<file path="config.mk">
export PLATFORM = sky130hd
export DESIGN_NAME = id_stage
export DESIGN_NICKNAME = d
export VERILOG_FILES = /design/src/rtl/id_stage.sv
export SDC_FILE = /design/constraint.sdc
export NUM_CORES = 1
export LEC_CHECK = 0
export BUFFER_PORTS_ARGS = -buffer_cell sky130_fd_sc_hd__buf_2
export CAP_MARGIN = 40
export CORE_AREA = 2 2 127 129
export DETAILED_ROUTE_END_ITERATION = 7
export DIE_AREA = 0 0 129 131
export PLACE_DENSITY = 0.78
export SYNTH_ARGS = -nofsm -noshare
export SYNTH_HDL_FRONTEND = slang
export SYNTH_SLANG_ARGS = --single-unit
export TNS_END_PERCENT = 5
</file>
<file path="constraint.sdc">
create_clock -name clk -period 3 [get_ports clk]
set_input_delay 0.3 -clock clk [delete_from_list [all_inputs] [get_ports clk]]
set_output_delay 0.3 -clock clk [all_outputs]
set_load 0.005 [all_outputs]
</file>
<file path="src/rtl/id_stage.sv">
// RV32I instruction-decode stage.
// Operand read/forwarding, load-use stall and the ID/EX pipeline register.
package id_stage_pkg;

    localparam logic [3:0] ALU_ADD   = 4'd0;
    localparam logic [3:0] ALU_SUB   = 4'd1;
    localparam logic [3:0] ALU_SLL   = 4'd2;
    localparam logic [3:0] ALU_SLT   = 4'd3;
    localparam logic [3:0] ALU_SLTU  = 4'd4;
    localparam logic [3:0] ALU_XOR   = 4'd5;
    localparam logic [3:0] ALU_SRL   = 4'd6;
    localparam logic [3:0] ALU_SRA   = 4'd7;
    localparam logic [3:0] ALU_OR    = 4'd8;
    localparam logic [3:0] ALU_AND   = 4'd9;
    localparam logic [3:0] ALU_PASSB = 4'd10;

    localparam logic [6:0] OP_R      = 7'b0110011;
    localparam logic [6:0] OP_I      = 7'b0010011;
    localparam logic [6:0] OP_LOAD   = 7'b0000011;
    localparam logic [6:0] OP_STORE  = 7'b0100011;
    localparam logic [6:0] OP_BRANCH = 7'b1100011;
    localparam logic [6:0] OP_JAL    = 7'b1101111;
    localparam logic [6:0] OP_JALR   = 7'b1100111;
    localparam logic [6:0] OP_LUI    = 7'b0110111;
    localparam logic [6:0] OP_AUIPC  = 7'b0010111;

    typedef struct packed {
        logic [3:0] alu_op;
        logic       alu_src_imm;
        logic       mem_read;
        logic       mem_write;
        logic       reg_write;
        logic       branch;
        logic       jump;
        logic       jalr;
        logic       auipc;
        logic       illegal;
    } ctrl_t;

endpackage

module id_stage
    import id_stage_pkg::*;
#(
    parameter int XLEN = 32,
    parameter int RA_W = 5
) (
    input  logic            clk,
    input  logic            rst_n,
    input  logic            if_valid,
    input  logic [31:0]     if_instr,
    input  logic [XLEN-1:0] if_pc,
    output logic            if_ready,
    output logic [RA_W-1:0] rf_rs1,
    output logic [RA_W-1:0] rf_rs2,
    input  logic [XLEN-1:0] rf_rd1,
    input  logic [XLEN-1:0] rf_rd2,
    input  logic            wb_reg_write,
    input  logic [RA_W-1:0] wb_rd,
    input  logic [XLEN-1:0] wb_data,
    input  logic            flush,
    output logic            ex_valid,
    output logic [XLEN-1:0] ex_pc,
    output logic [XLEN-1:0] ex_rs1_val,
    output logic [XLEN-1:0] ex_rs2_val,
    output logic [XLEN-1:0] ex_imm,
    output logic [RA_W-1:0] ex_rd,
    output logic [2:0]      ex_funct3,
    output logic [3:0]      ex_alu_op,
    output logic            ex_alu_src_imm,
    output logic            ex_mem_read,
    output logic            ex_mem_write,
    output logic            ex_reg_write,
    output logic            ex_branch,
    output logic            ex_jump,
    output logic            ex_jalr,
    output logic            ex_auipc,
    output logic            ex_illegal
);

    logic [6:0]      opcode;
    logic [2:0]      funct3;
    logic            f7b5;
    logic [RA_W-1:0] rd;

    assign opcode = if_instr[6:0];
    assign funct3 = if_instr[14:12];
    assign f7b5   = if_instr[30];
    assign rd     = if_instr[11:7];
    assign rf_rs1 = if_instr[19:15];
    assign rf_rs2 = if_instr[24:20];

    logic is_r;
    logic is_i;
    logic is_load;
    logic is_store;
    logic is_branch;
    logic is_jal;
    logic is_jalr;
    logic is_lui;
    logic is_auipc;

    assign is_r      = (opcode == OP_R);
    assign is_i      = (opcode == OP_I);
    assign is_load   = (opcode == OP_LOAD);
    assign is_store  = (opcode == OP_STORE);
    assign is_branch = (opcode == OP_BRANCH);
    assign is_jal    = (opcode == OP_JAL);
    assign is_jalr   = (opcode == OP_JALR);
    assign is_lui    = (opcode == OP_LUI);
    assign is_auipc  = (opcode == OP_AUIPC);

    // The register file only shows a write after the edge, so
    // a same-cycle write-back is bypassed here. x0 never bypasses.
    logic            fwd1;
    logic            fwd2;
    logic [XLEN-1:0] op1;
    logic [XLEN-1:0] op2;

    assign fwd1 = wb_reg_write && (wb_rd != '0)
                  && (wb_rd == rf_rs1);
    assign fwd2 = wb_reg_write && (wb_rd != '0)
                  && (wb_rd == rf_rs2);
    assign op1  = fwd1 ? wb_data : rf_rd1;
    assign op2  = fwd2 ? wb_data : rf_rd2;

    logic [XLEN-1:0] imm_i;
    logic [XLEN-1:0] imm_s;
    logic [XLEN-1:0] imm_b;
    logic [XLEN-1:0] imm_u;
    logic [XLEN-1:0] imm_j;

    assign imm_i = XLEN'($signed(if_instr[31:20]));
    assign imm_s = XLEN'($signed({if_instr[31:25],
                                  if_instr[11:7]}));
    assign imm_b = XLEN'($signed({if_instr[31],
                                  if_instr[7],
                                  if_instr[30:25],
                                  if_instr[11:8],
                                  1'b0}));
    assign imm_u = XLEN'($signed({if_instr[31:12],
                                  12'b0}));
    assign imm_j = XLEN'($signed({if_instr[31],
                                  if_instr[19:12],
                                  if_instr[20],
                                  if_instr[30:21],
                                  1'b0}));

    logic [3:0] alu_base;
    logic [3:0] alu_rr;
    logic [3:0] alu_ri;

    // ALU op from funct3; funct7[5] picks SUB/SRA (only SRAI for I-ALU)
    always_comb begin
        alu_base = ALU_ADD;
        unique case (funct3)
            3'b000: alu_base = ALU_ADD;
            3'b001: alu_base = ALU_SLL;
            3'b010: alu_base = ALU_SLT;
            3'b011: alu_base = ALU_SLTU;
            3'b100: alu_base = ALU_XOR;
            3'b101: alu_base = ALU_SRL;
            3'b110: alu_base = ALU_OR;
            3'b111: alu_base = ALU_AND;
        endcase
        alu_rr = alu_base;
        alu_ri = alu_base;
        if (f7b5 && funct3 == 3'b000) begin
            alu_rr = ALU_SUB;
        end
        if (f7b5 && funct3 == 3'b101) begin
            alu_rr = ALU_SRA;
            alu_ri = ALU_SRA;
        end
    end

    ctrl_t           dec;
    logic [XLEN-1:0] dec_imm;
    logic            rs1_used;
    logic            rs2_used;

    // Opcode decode into control bundle, immediate and source usage
    always_comb begin
        dec      = '0;
        dec_imm  = '0;
        rs1_used = 1'b0;
        rs2_used = 1'b0;
        unique case (1'b1)
            is_r: begin
                dec.alu_op    = alu_rr;
                dec.reg_write = 1'b1;
                rs1_used      = 1'b1;
                rs2_used      = 1'b1;
            end
            is_i: begin
                dec.alu_op      = alu_ri;
                dec.alu_src_imm = 1'b1;
                dec.reg_write   = 1'b1;
                dec_imm         = imm_i;
                rs1_used        = 1'b1;
            end
            is_load: begin
                dec.alu_op      = ALU_ADD;
                dec.alu_src_imm = 1'b1;
                dec.mem_read    = 1'b1;
                dec.reg_write   = 1'b1;
                dec_imm         = imm_i;
                rs1_used        = 1'b1;
            end
            is_store: begin
                dec.alu_op      = ALU_ADD;
                dec.alu_src_imm = 1'b1;
                dec.mem_write   = 1'b1;
                dec_imm         = imm_s;
                rs1_used        = 1'b1;
                rs2_used        = 1'b1;
            end
            is_branch: begin
                dec.alu_op = ALU_SUB;
                dec.branch = 1'b1;
                dec_imm    = imm_b;
                rs1_used   = 1'b1;
                rs2_used   = 1'b1;
            end
            is_jal: begin
                dec.jump      = 1'b1;
                dec.reg_write = 1'b1;
                dec_imm       = imm_j;
            end
            is_jalr: begin
                dec.alu_op      = ALU_ADD;
                dec.alu_src_imm = 1'b1;
                dec.jump        = 1'b1;
                dec.jalr        = 1'b1;
                dec.reg_write   = 1'b1;
                dec_imm         = imm_i;
                rs1_used        = 1'b1;
            end
            is_lui: begin
                dec.alu_op      = ALU_PASSB;
                dec.alu_src_imm = 1'b1;
                dec.reg_write   = 1'b1;
                dec_imm         = imm_u;
            end
            is_auipc: begin
                dec.alu_op      = ALU_ADD;
                dec.alu_src_imm = 1'b1;
                dec.auipc       = 1'b1;
                dec.reg_write   = 1'b1;
                dec_imm         = imm_u;
            end
            default: begin
                dec.illegal = 1'b1;
            end
        endcase
        if (rd == '0) begin
            dec.reg_write = 1'b0;
        end
    end

    // A load in EX cannot be bypassed yet; hold the consumer one cycle.
    logic stall;
    logic issue;

    assign stall = if_valid && ex_valid && ex_mem_read
                   && (ex_rd != '0)
                   && ((rs1_used && ex_rd == rf_rs1)
                       || (rs2_used && ex_rd == rf_rs2));
    assign if_ready = !stall || flush;
    assign issue    = if_valid && !stall && !flush;

    // ID/EX register: bubble on reset, flush, stall or empty slot
    always_ff @(posedge clk) begin
        if (!rst_n || !issue) begin
            ex_valid       <= 1'b0;
            ex_pc          <= '0;
            ex_rs1_val     <= '0;
            ex_rs2_val     <= '0;
            ex_imm         <= '0;
            ex_rd          <= '0;
            ex_funct3      <= '0;
            ex_alu_op      <= '0;
            ex_alu_src_imm <= 1'b0;
            ex_mem_read    <= 1'b0;
            ex_mem_write   <= 1'b0;
            ex_reg_write   <= 1'b0;
            ex_branch      <= 1'b0;
            ex_jump        <= 1'b0;
            ex_jalr        <= 1'b0;
            ex_auipc       <= 1'b0;
            ex_illegal     <= 1'b0;
        end else begin
            ex_valid       <= 1'b1;
            ex_pc          <= if_pc;
            ex_rs1_val     <= op1;
            ex_rs2_val     <= op2;
            ex_imm         <= dec_imm;
            ex_rd          <= rd;
            ex_funct3      <= funct3;
            ex_alu_op      <= dec.alu_op;
            ex_alu_src_imm <= dec.alu_src_imm;
            ex_mem_read    <= dec.mem_read;
            ex_mem_write   <= dec.mem_write;
            ex_reg_write   <= dec.reg_write;
            ex_branch      <= dec.branch;
            ex_jump        <= dec.jump;
            ex_jalr        <= dec.jalr;
            ex_auipc       <= dec.auipc;
            ex_illegal     <= dec.illegal;
        end
    end

endmodule
</file>
# Yosys cells after proc, flatten, opt, wreduce, memory -nomap -nowiden
# Memory sizes are Yosys's and may differ from the RTL's.
# Index checks and enable logic that the tools add are counted.
# Widths: inputs -> output; s select.
[word_totals]
regBits = 150
mem_bits_ro = 32
in_bits = 170
out_inout_bits = 161
word_cells = 84
mem_count = 1
[mem_list]
columns = ["name", "words", "word_bits", "rd", "rd_ports_with_merged_regs", "write_ports", "line_no", "source"]
rows = [
  ["(name not given)", 8, 4, 1, 0, 0, "156", "unique case (funct3)"],
]
[op_classes]
n_eq_ne = 14
muxes = 19
n_reduce_logical = 33
[ops]
columns = ["cell", "n"]
rows = [
  ["$pmux 32 s5", 1],
  ["$mux 32", 2],
  ["$eq 7x6->1 const B", 3],
  ["$eq 7x7->1 const B", 3],
  ["$eq 5x5->1", 4],
  ["$pmux 4 s4", 1],
  ["$eq 7x5->1 const B", 2],
  ["$logic_and 1x1->1", 13],
  ["$mux 1", 12],
  ["$mux 4", 3],
  ["$reduce_or 6->1", 2],
  ["$reduce_bool 5->1", 2],
  ["$reduce_or 9->1", 1],
  ["$eq 7x2->1 const B", 1],
  ["$reduce_or 7->1", 1],
  ["$reduce_or 2->1", 3],
  ["$reduce_or 3->1", 2],
  ["$logic_not 5->1", 1],
  ["$logic_not 1->1", 4],
  ["$eq 3x3->1 const B", 1],
  ["$logic_not 3->1", 1],
  ["$logic_or 1x1->1", 3],
]

# Depth between registers and ports, before layout
# Gate-level depths: netlist of the first run.
[depth]
ltp_word = 12
ltp_mapped = 8
ltp_nobuf = 6

# Worst setup path after synthesis of the first run
# OpenSTA, ideal clock, no wires.
[synth_timing]
kind = "input-to-output"
start = "input if_instr[3]"
end = "output if_ready"
arrival_time_ns = 1.751
required_ns = 2.700
setup_slack_ns = 0.949
path_stages = 7
n_path_buf = 2
cell_sequence = "clkbuf_1 > nand4bb_1 > nor3_1 > nand4_1 > a2111oi_4 > buf_2 > nand2b_1"
[synth_via]
elab_chain_cells = 8
elab_cells_between_ends = 16
classes_between = "6 x eq/ne; 2 x mux; 8 x reduce/logical"
[synth_rtl]
columns = ["item", "line_no", "source"]
rows = [
  ["from (decl)", "51", "input logic [31:0] if_instr,"],
  ["$eq 7x6->1 (tied with other cells)", "103", "assign is_r = (opcode == OP_R);"],
  ["$reduce_or 6->1 (no line) / $reduce_or 3->1 (equally long branches)", "--", ""],
  ["$mux 1", "188", "unique case (1'b1)"],
  ["$logic_and 1x1->1 (on tied branches)", "267, 268", ""],
  ["$logic_or 1x1->1 *", "268", "|| (rs2_used && ex_rd == rf_rs2));"],
  ["$logic_and 1x1->1 *", "267", "&& ((rs1_used && ex_rd == rf_rs1)"],
  ["$logic_not 1->1 *", "269", "assign if_ready = !stall || flush;"],
  ["$logic_or 1x1->1 *", "269", ""],
  ["to (decl)", "53", "output logic if_ready,"],
]
# Every way passes the cells marked *; elsewhere a longest branch is shown, timed or not.

# Worst setup path in the final report of the first run
[layout_timing]
start = "register ex_rd[3]"
end = "output if_ready"
[layout_via]
elab_chain_cells = 6
elab_cells_between_ends = 10
classes_between = "2 x eq/ne; 8 x reduce/logical"
[layout_rtl]
columns = ["item", "line_no", "source"]
rows = [
  ["from (decl)", "67", "output logic [RA_W-1:0] ex_rd,"],
  ["from (signal assigned)", "298", "ex_rd <= rd;"],
  ["$eq 5x5->1 (on tied branches)", "267, 268", ""],
  ["$logic_and 1x1->1 (on tied branches)", "267, 268", ""],
  ["$logic_or 1x1->1", "268", ""],
  ["$logic_and 1x1->1 *", "267", ""],
  ["$logic_not 1->1 *", "269", ""],
  ["$logic_or 1x1->1 *", "269", ""],
]
# Marked as above.

==> results_dict.tcl, run 1 <==
set metrics [dict create \
    gr-total-overflow 0 \
    pin_count 331 \
    status "complete, no violations" \
    netlist_top_cells_area "dfxtp_1 53%, mux2i_1 12%, nor3_1 9.4%, nor3b_1 5.2%, buf_4 2.8%" \
    rsz0062_at_grt "false" \
    core_sq_mm 0.0156 \
    drt_iter0_drc 271 \
    antenna_found_initial 1 \
    grt_pass1_vias 4998 \
    placed_cells 1045 \
    yosysMostFrequentCell "dfxtp_1" \
    maxCapViolCount 0 \
    yosys_warnings 0 \
    period_needed_ns 2.48 \
    synth_xor_area_frac 0.0311 \
    path_max_fanout 4 \
    cp-end-kind "output pin" \
    die_area_sq_mm 0.0169 \
    synth_area_per_cell_sq_um 10.3 \
    crit_start "ex_rd[3]" \
    synth_edf_count 0 \
    syn-instance-count 548 \
    h-tree-depth 4 \
    wl_per_cell_um 16.6 \
    synth_top_area_frac 0.533 \
    layout.cells.non_filler 1077 \
    clk_pin_slew_ns 0.06 \
    ys_ff_latch 150 \
    routed_via_density 4.93 \
    synth_area_sq_mm 0.00564 \
    synth_compound_area_frac 0.0513 \
    numCtsBuffers 17 \
    dp_hpwl_um 13100 \
    num_vias 5314 \
    cts-resized-gates 0 \
    tightest_slew_ns 0.870 \
    seqCellArea_sq_mm 0.00300 \
    maxSlewViolCount 0 \
    die_y_um 131 \
    fin_crit_sh 0.828 \
    remaining_drc_errors 0 \
    vdd_drop_max_mv 0.351 \
    grt_pass1_wl_um 25800 \
    relSlewSlack 0.420 \
    synth_area_leader_cell "dfxtp_1" \
    postRouteAntennaNets 0 \
    cts_hold_buf 0 \
    initial_utilization 0.361 \
    rows 46 \
    start_kind "flip-flop" \
    clockBufferDepth 2 \
    ys_types 41 \
    drive_gt1_frac 0.437 \
    yosys.area_share.adder 0.00888 \
    hp-start "if_instr[27]" \
    synth_ff_type "dfxtp_1" \
    crit_arrival_ns 2.18 \
    hp-class "in -> reg" \
    max_freq_mhz 403 \
    rr_startpoint "ex_rd[3]" \
    critPathMaxStageDelay_ns 0.58 \
    setup_violations 0 \
    synth_mux_area_frac 0.115 \
    cts_tree "built" \
    clock_latency_ns 0.43 \
    gp_congestion 0.837 \
    fillCellCount 1439 \
    setup_tns_ns 0 \
    leakage_nw 3.58 \
    wirelength_um 17900 \
    nets 1022 \
    n_antenna_cell 0 \
    hold_violations 0 \
    cp_cell_sequence "xor2_1, nor3_1, nand4_1, a2111oi_4, nand2b_1, buf_2" \
    grt_max_degree 82 \
    crit_slowest_cell "a2111oi_4" \
    ys_seq_area_frac 0.533 \
    critPathKind "reg -> out" \
    cts_setup_buffers 0 \
    dieWidth_um 129 \
    syn-num-nets 722 \
    port_buffers 330 \
    power_density_mw_per_mm2 578 \
    dr.pass1.iters 6 \
    clock-sinks 150 \
    crit_required_ns 2.70 \
    synth_top_family_by_area "simple AND/OR/NAND/NOR gates" \
    syn2layout_area_growth_pct 41.7 \
    synth_common_cells "150 x dfxtp_1, 106 x nor3_1, 65 x mux2i_1" \
    fin_skew_ns 0.0105 \
    clock-root-buffer "clkbuf_16" \
    grt_usage 0.202 \
    async_reset_ff_frac 0 \
    multi_input_area_sq_mm 0.00233 \
    synthSimpleGateAreaFrac 0.203 \
]
registers in the layout (all words and copies together), names as in the netlist:
register,count
ex_jalr,1
ex_pc,32
ex_funct3,3
ex_reg_write,1
ex_imm,32
ex_auipc,1
ex_valid,1
ex_mem_read,1
ex_jump,1
ex_rd,5
ex_alu_op,4
ex_illegal,1
ex_branch,1
ex_rs1_val,32
ex_alu_src_imm,1
ex_rs2_val,32
ex_mem_write,1
final cells by class:
class,count,area share
Sequential cell,150,0.376
Clock buffer,18,0.0537
Multi-Input combinational cell,336,0.292
Timing Repair Buffer,340,0.221
Clock inverter,14,0.0216
Tap cell,216,0.0338
Inverter,3,0.00141
cell families after synthesis:
group | after synthesis
AO/OA/AOI/OAI | 44
adder cells (fa/ha/maj) | 4
AND/OR/NAND/NOR | 203
multiplexers | 65
XOR/XNOR | 20
flip-flops | 150
buffers and inverters | 62
worst paths after layout:
path	endpoint	slack, ns	cells past startpoint
hold / removal	ex_imm[7]	0.11	3
hold reg to reg	ex_valid	0.87	4
setup / recovery	if_ready	0.52	6
setup reg to reg	ex_rs1_val[19]	0.80	6
layout by cell type (no fill, tap or decap), types with 3 or more instances in the layout:
cell	count
nor4_1	5
o21ai_0	5
bufinv_16	3
nor3b_1	38
xnor2_1	8
ha_1	4
inv_6	5
nor3_1	106
buf_4	6
a22oi_1	4
buf_12	3
clkbuf_16	17
clkinv_2	3
inv_1	3
or4_1	3
xor2_1	12
dfxtp_1	150
mux2i_1	65
nand3_1	8
a21oi_1	23
buf_2	330
nor2_1	10
nand2_1	17
layer usage:
layer | share of wire | vias to the layer above | global-route usage
met5 | 0.00073 | - | 0
met2 | 0.48 | 295 | 0.332
met3 | 0.10 | 25 | 0.0745
li1 | - | 2537 | -
met1 | 0.40 | 2455 | 0.236
met4 | 0.019 | 2 | 0.0882
metrics by stage:
stage | utilization | hold slack [ns] | power (mW) | instance area [sq um] | worst slack (ns)
detailed placement | 0.473 | 0.540 | 2.47 | 7380 | 0.603
global placement | 0.473 | 0.536 | 2.46 | 7370 | 0.571
floorplan | - | 0.418 | 2.25 | 5640 | 0.949
global route | 0.512 | 0.0951 | 4.78 | 7990 | 0.335
finish | 0.512 | 0.106 | 4.62 | 7990 | 0.517
CTS | 0.512 | 0.0798 | 4.66 | 7990 | 0.488
power by group:
part	internal [mW]	total (mW)	switching, mW
logic	0.185	0.380	0.195
registers	2.03	2.05	0.0125
clock network	1.32	2.19	0.873
total	3.54	4.62	1.08
critical path, delay by kind of cell, from the launching register on:
kind	cells	cell delay [ns]
XOR/XNOR	1	0.10
buffers and inverters	1	0.15
flip-flops	1	0.44
AND/OR/NAND/NOR	3	0.50
AO/OA/AOI/OAI	1	0.58
Note: power is estimated with default switching activity, not from simulation.
==> run 2, diff against run 1 <==
Settings changed: PLACE_DENSITY 0.78 to 0.8.
Clock period 3 ns to 2.2 ns, I/O delays scaled along.
==> run 2 against run 1 <==
  * The flow now finishes with violations (negative setup slack)
  * Hold slack worse by 0.079 ns
  * Core utilization is 1.4 points higher
  * Sequential cell count stayed put
  * Non-clock buffer count is 18 higher
  * Sequential power is 36% higher
  * Largest cell class unchanged
  * Highest routed layer unchanged
==> results_dict.tcl, run 2 (synthesized netlist as in run 1, its figures left out) <==
set metrics [dict create \
    postPlaceCellArea_sq_mm 0.00754 \
    critPathBufInv 2 \
    start_kind "flip-flop" \
    wl_per_cell_um 16.7 \
    numCtsBuffers 17 \
    finalInstanceArea_sq_mm 0.00821 \
    path_delay_family "compound AO/OA/AOI/OAI gates" \
    vdd_drop_max_mv 0.455 \
    rsz0062_at_grt "true" \
    die_area_sq_mm 0.0169 \
    hold_violations 0 \
    cts_tree "built" \
    num_vias 5332 \
    dp_hpwl_um 13500 \
    h-tree-depth 4 \
    initial_utilization 0.361 \
    gr-total-overflow 0 \
    crit_required_ns 1.98 \
    placed_cells 1059 \
    dr.pass1.iters 4 \
    maxSlewViolCount 0 \
    port_buffers 330 \
    critPathMaxStageDelay_ns 0.43 \
    mostFrequentLayoutCell "buf_2" \
    status "finished, violations left" \
    drt_iter0_drc 254 \
    total_power_mw 6.22 \
    path_max_fanout 3 \
    clock_latency_ns 0.42 \
    cp-end-kind "output pin" \
    relSlewSlack 0.457 \
    clock-root-buffer "clkbuf_16" \
    pin_count 331 \
    grt_pass1_wl_um 26500 \
    grt_usage 0.205 \
    remaining_drc_errors 0 \
    hp-class "in -> reg" \
    fin_skew_ns 0.00982 \
    critPathKind "reg -> out" \
    fin_crit_sh 1.01 \
    layout.cells.non_filler 1096 \
    setup_violations 1 \
    max_freq_mhz 449 \
    grt_max_degree 78 \
    rows 46 \
    fin_ws_ns -0.0294 \
    cp_cell_sequence "xor2_2, nor3_2, nand4_1, a2111oi_4, buf_6, nand2b_1, buf_2" \
    cts_hold_buf 0 \
    whs_ns 0.0267 \
    power_density_mw_per_mm2 757 \
    clock-sinks 150 \
    grt_pass1_vias 5150 \
    clk_pin_slew_ns 0.06 \
    postRouteAntennaNets 0 \
    maxCapViolCount 0 \
    routed_via_density 4.86 \
    syn2layout_area_growth_pct 45.7 \
    nets 1040 \
    crit_arrival_ns 2.01 \
    violations "negative setup slack" \
    mostFrequentLayoutCells "330 x buf_2, 146 x dfxtp_1, 105 x nor3_1" \
    die_y_um 131 \
    clockBufferDepth 2 \
    dieWidth_um 129 \
    antenna_found_initial 3 \
    drive_gt1_frac 0.457 \
    period_needed_ns 2.23 \
    wirelength_um 18300 \
    tightest_slew_ns 0.809 \
    gp_congestion 0.884 \
    leakage_nw 3.69 \
    core_sq_mm 0.0156 \
    crit_slowest_cell "a2111oi_4" \
]
run 2: final cells by class:
| type | count | area, sq um |
|---|---|---|
| Clock inverter | 13 | 146 |
| Tap cell | 216 | 270 |
| Fill cell | 1434 | 7390 |
| Multi-Input combinational cell | 336 | 2360 |
| Antenna cell | 1 | 2.50 |
| Inverter | 3 | 11.3 |
| Clock buffer | 19 | 443 |
| Timing Repair Buffer | 358 | 1970 |
| Sequential cell | 150 | 3010 |
run 2: where the power goes:
part           internal [mW]  leakage, nW  switching, mW
clock network           1.72        0.285           1.18
logic                  0.266         2.19          0.271
registers               2.77         1.22         0.0155
run 2: metal layers:
layer	vias up	track usage	wire, um
met5	-	0	30
met1	2459	0.237	7580
met4	4	0.0806	392
met3	33	0.0774	1480
met2	254	0.344	8810
li1	2582	-	-
run 2: worst register-to-register path: cells and delay by family (launching register included):
kind,cells,cell delay [ns]
and+or+nand+nor,2,0.70
buffers and inverters,4,0.68
DFF,1,0.36
AOI/OAI and AO/OA,2,0.30
run 2: path summary, 6_finish.rpt:
check | from | endpoint | slack (ns) | cells past startpoint
worst max-delay path | ex_rd[4] | if_ready | -0.03 | 7
worst min-delay path | if_instr[26] | ex_imm[6] | 0.03 | 3
worst max register to register | ex_rd[4] | ex_alu_op[2] | 0.06 | 8
worst min register to register | ex_mem_read | ex_rd[1] | 0.97 | 5
run 2: what timing repair did:
action | in CTS | in global routing
pin swaps | 1 | 4
buffers inserted | 2 | 1
hold endpoints to repair | 0 | 0
cloned | 0 | 1
endpoints found under the setup margin | 1 | 87
resized for setup | 4 | 6
run 2: stage by stage:
stage / setup TNS [ns] / utilization / setup slack (ns)
floorplan: 0 / - / 0.304
global placement: 0 / 0.483 / 0.0840
detailed placement: 0 / 0.483 / 0.0111
CTS: -0.0414 / 0.522 / -0.0414
global route: -0.235 / 0.526 / -0.155
finish: -0.0294 / 0.526 / -0.0294
==> run 3, diff against run 2 <==
Settings changed: ABC_AREA set to 1, CORE_AREA 2 2 127 129 to not set, CORE_ASPECT_RATIO set to 0.75, CORE_UTILIZATION set to 41, DIE_AREA 0 0 129 131 to not set, PLACE_DENSITY 0.8 to 0.86.
==> run 3 against run 2 <==
  * The flow now finishes without violations
  * Clock power increased by 2%
  * Area after synthesis increased by 9.0%
  * Via count grew 19%
  * First-iteration DRC count up 83%
  * Maximum frequency rose by 9.1%
  * Worst setup slack gained 0.19 ns
  * Sequential share of layout area decreased by 1.2 points
  * Register-to-register slack improved by 0.37 ns
  * Highest routed layer is now met4
==> results_dict.tcl, run 3 <==
set metrics [dict create \
    status "complete, no violations" \
    port_buffers 330 \
    power_density_mw_per_mm2 753 \
    hold_depth 3 \
    maxCapViolCount 0 \
    clock-root-buffer "clkbuf_16" \
    synth_edf_count 0 \
    ys_seq_area_frac 0.488 \
    rrSetupSlack_ns 0.43 \
    yosys_warnings 0 \
    rows 38 \
    syn2layout_area_growth_pct 37.9 \
    cp-end-kind "output pin" \
    cp_cell_sequence "inv_1, nand2_1, nand2_1, nor2_1, nand3_1, nand2_1, nand2_2, or2_2, buf_2" \
    wl_per_cell_um 13.1 \
    highest_layer "met4" \
    maxSlewViolCount 0 \
    path_delay_family "simple AND/OR/NAND/NOR gates" \
    yosys.area_share.adder 0.00814 \
    critPathKind "reg -> out" \
    worstReg2RegEnd "ex_rs1_val[3]" \
    postRouteAntennaNets 0 \
    dp_hpwl_um 13800 \
    relSlewSlack 0.556 \
    post-route-util 0.583 \
    wirelength_um 18100 \
    synth_ff_type "dfxtp_1" \
    clock_latency_ns 0.41 \
    tightest_slew_ns 0.667 \
    remaining_drc_errors 0 \
    hp-class "in -> reg" \
    synth_compound_area_frac 0.0256 \
    worstSetupPathDepth 9 \
    fin_crit_sh 0.929 \
    synthSimpleGateAreaFrac 0.309 \
    netlist_top_cells_area "dfxtp_1 49%, nand2_1 12%, nor2_1 11%, inv_1 7.6%, nand3_1 6.0%" \
    clk_pin_slew_ns 0.06 \
    max_freq_mhz 489 \
    pin_count 331 \
    yosysMostFrequentCell "nand2_1" \
    reg2reg_depth 10 \
    grt_pass1_vias 5814 \
    ys_types 30 \
    synth_area_leader_cell "dfxtp_1" \
    path_max_fanout 5 \
    wl_met3_um 1850 \
    routed_via_density 4.57 \
    num_vias 6322 \
    h-tree-depth 4 \
    syn-instance-count 855 \
    crit_required_ns 1.98 \
    synth_area_sq_mm 0.00615 \
    nets 1345 \
    cts_setup_buffers 0 \
    synth_top_family_by_area "simple AND/OR/NAND/NOR gates" \
    antenna_found_initial 0 \
    syn-num-nets 1029 \
    rsz0062_at_grt "false" \
    synth_area_per_cell_sq_um 7.19 \
    die_y_um 108 \
    critPathMaxStageDelay_ns 0.44 \
    fin_skew_ns 0.0102 \
    critPathBufInv 2 \
    gr-total-overflow 0 \
    drt_iter0_drc 464 \
    min_to "ex_pc[16]" \
    synth_top_area_frac 0.488 \
    period_needed_ns 2.04 \
    dr.pass1.iters 5 \
    mostFrequentLayoutCells "330 x buf_2, 194 x nand2_1, 175 x nor2_1" \
    gp_congestion 0.995 \
    leakage_nw 4.96 \
    vdd_drop_max_mv 0.517 \
    start_kind "flip-flop" \
    numCtsBuffers 17 \
    setup_tns_ns 0 \
    die_area_sq_mm 0.0155 \
    synth_mux_area_frac 0 \
    synth_common_cells "195 x nand2_1, 179 x nor2_1, 150 x dfxtp_1" \
    drive_gt1_frac 0.332 \
    clockBufferDepth 2 \
    crit_slowest_cell "dfxtp_1" \
    async_reset_ff_frac 0 \
    grt_usage 0.231 \
    mostFrequentLayoutCell "buf_2" \
    cpMostUsedCell "nand2_1" \
    route.met2.wl_um 8480 \
    setup_violations 0 \
    total_power_mw 6.39 \
    core_sq_mm 0.0145 \
    initial_utilization 0.423 \
    rr_startpoint "ex_rd[3]" \
    grt_max_degree 50 \
    synth_xor_area_frac 0.0242 \
    hp-start "if_pc[16]" \
    clock-sinks 150 \
    hold_violations 0 \
    n_antenna_cell 0 \
    cts_tree "built" \
    met1Wirelength_um 7440 \
    crit_arrival_ns 1.82 \
    grt_pass1_wl_um 27700 \
    ys_ff_latch 150 \
    dieWidth_um 143 \
]
run 3: cell count changes after synthesis, moves of 15 or more:
cell,before,now
nand2_1,17,195
nand3_1,8,74
buf_6,0,15
a21oi_1,23,2
nor3b_1,39,1
clkbuf_1,25,7
nor3_1,106,3
nor2_1,10,179
inv_1,3,124
mux2i_1,65,0
run 3: cell type report:
| type | count | area, sq um |
|---|---|---|
| Clock buffer | 19 | 443 |
| Clock inverter | 13 | 170 |
| Fill cell | 1331 | 6070 |
| Inverter | 144 | 541 |
| Multi-Input combinational cell | 514 | 2270 |
| Sequential cell | 150 | 3000 |
| Tap cell | 200 | 250 |
| Timing Repair Buffer | 344 | 1800 |
run 3: timing repair:
| action | 4_1_cts | 5_1_grt |
|---|---|---|
| resized for setup | 0 | 0 |
| hold buffers | 2 | 0 |
| hold endpoints to repair | 2 | 0 |
run 3: tightest hold or removal path, stage by stage:
cell and delay (ns):
buf_2 0.10, inv_1 0.04, nor2_1 0.03
run 3: kinds of logic (layout without fill, tap and decap cells):
| kind of cell | Yosys count | in the layout |
|---|---|---|
| xor+xnor | 17 | 17 |
| compound gates | 27 | 27 |
| fa+ha+maj | 4 | 4 |
| flops | 150 | 150 |
| buf+inv | 191 | 520 |
| simple gates | 466 | 466 |
run 3: power breakdown:
group          leakage (nW)  internal, mW  total [mW]  switching (mW)
sequential             1.22          2.77        2.79          0.0172
clock                 0.296          1.83        2.96            1.13
combinational          3.45         0.267       0.631           0.364
run 3: per-layer routing:
metal,track usage,up-vias
li1,-,3159
met1,0.277,2774
met2,0.381,359
met3,0.0775,30
met4,0.0957,0
met5,0,-
run 3: worst max path at each step:
stage	start	to	slack, ns
floorplan	if_instr[1]	ex_imm[0]	0.81
global placement	if_instr[3]	ex_rs2_val[4]	0.43
detailed placement	if_instr[3]	ex_rs1_val[9]	0.36
CTS	ex_rd[4]	if_ready	0.14
global route	ex_rd[3]	if_ready	0.03
finish	ex_rd[3]	if_ready	0.16
run 3: per-stage QoR:
stage	hold WS (ns)	cell area, sq um	setup slack (ns)	instances
global placement	0.436	7850	0.431	1350
global route	0.00698	8480	0.0328	1384
finish	0.0201	8480	0.156	1384
detailed placement	0.440	7850	0.364	1350
floorplan	0.292	6150	0.810	855
CTS	0.000243	8480	0.140	1384
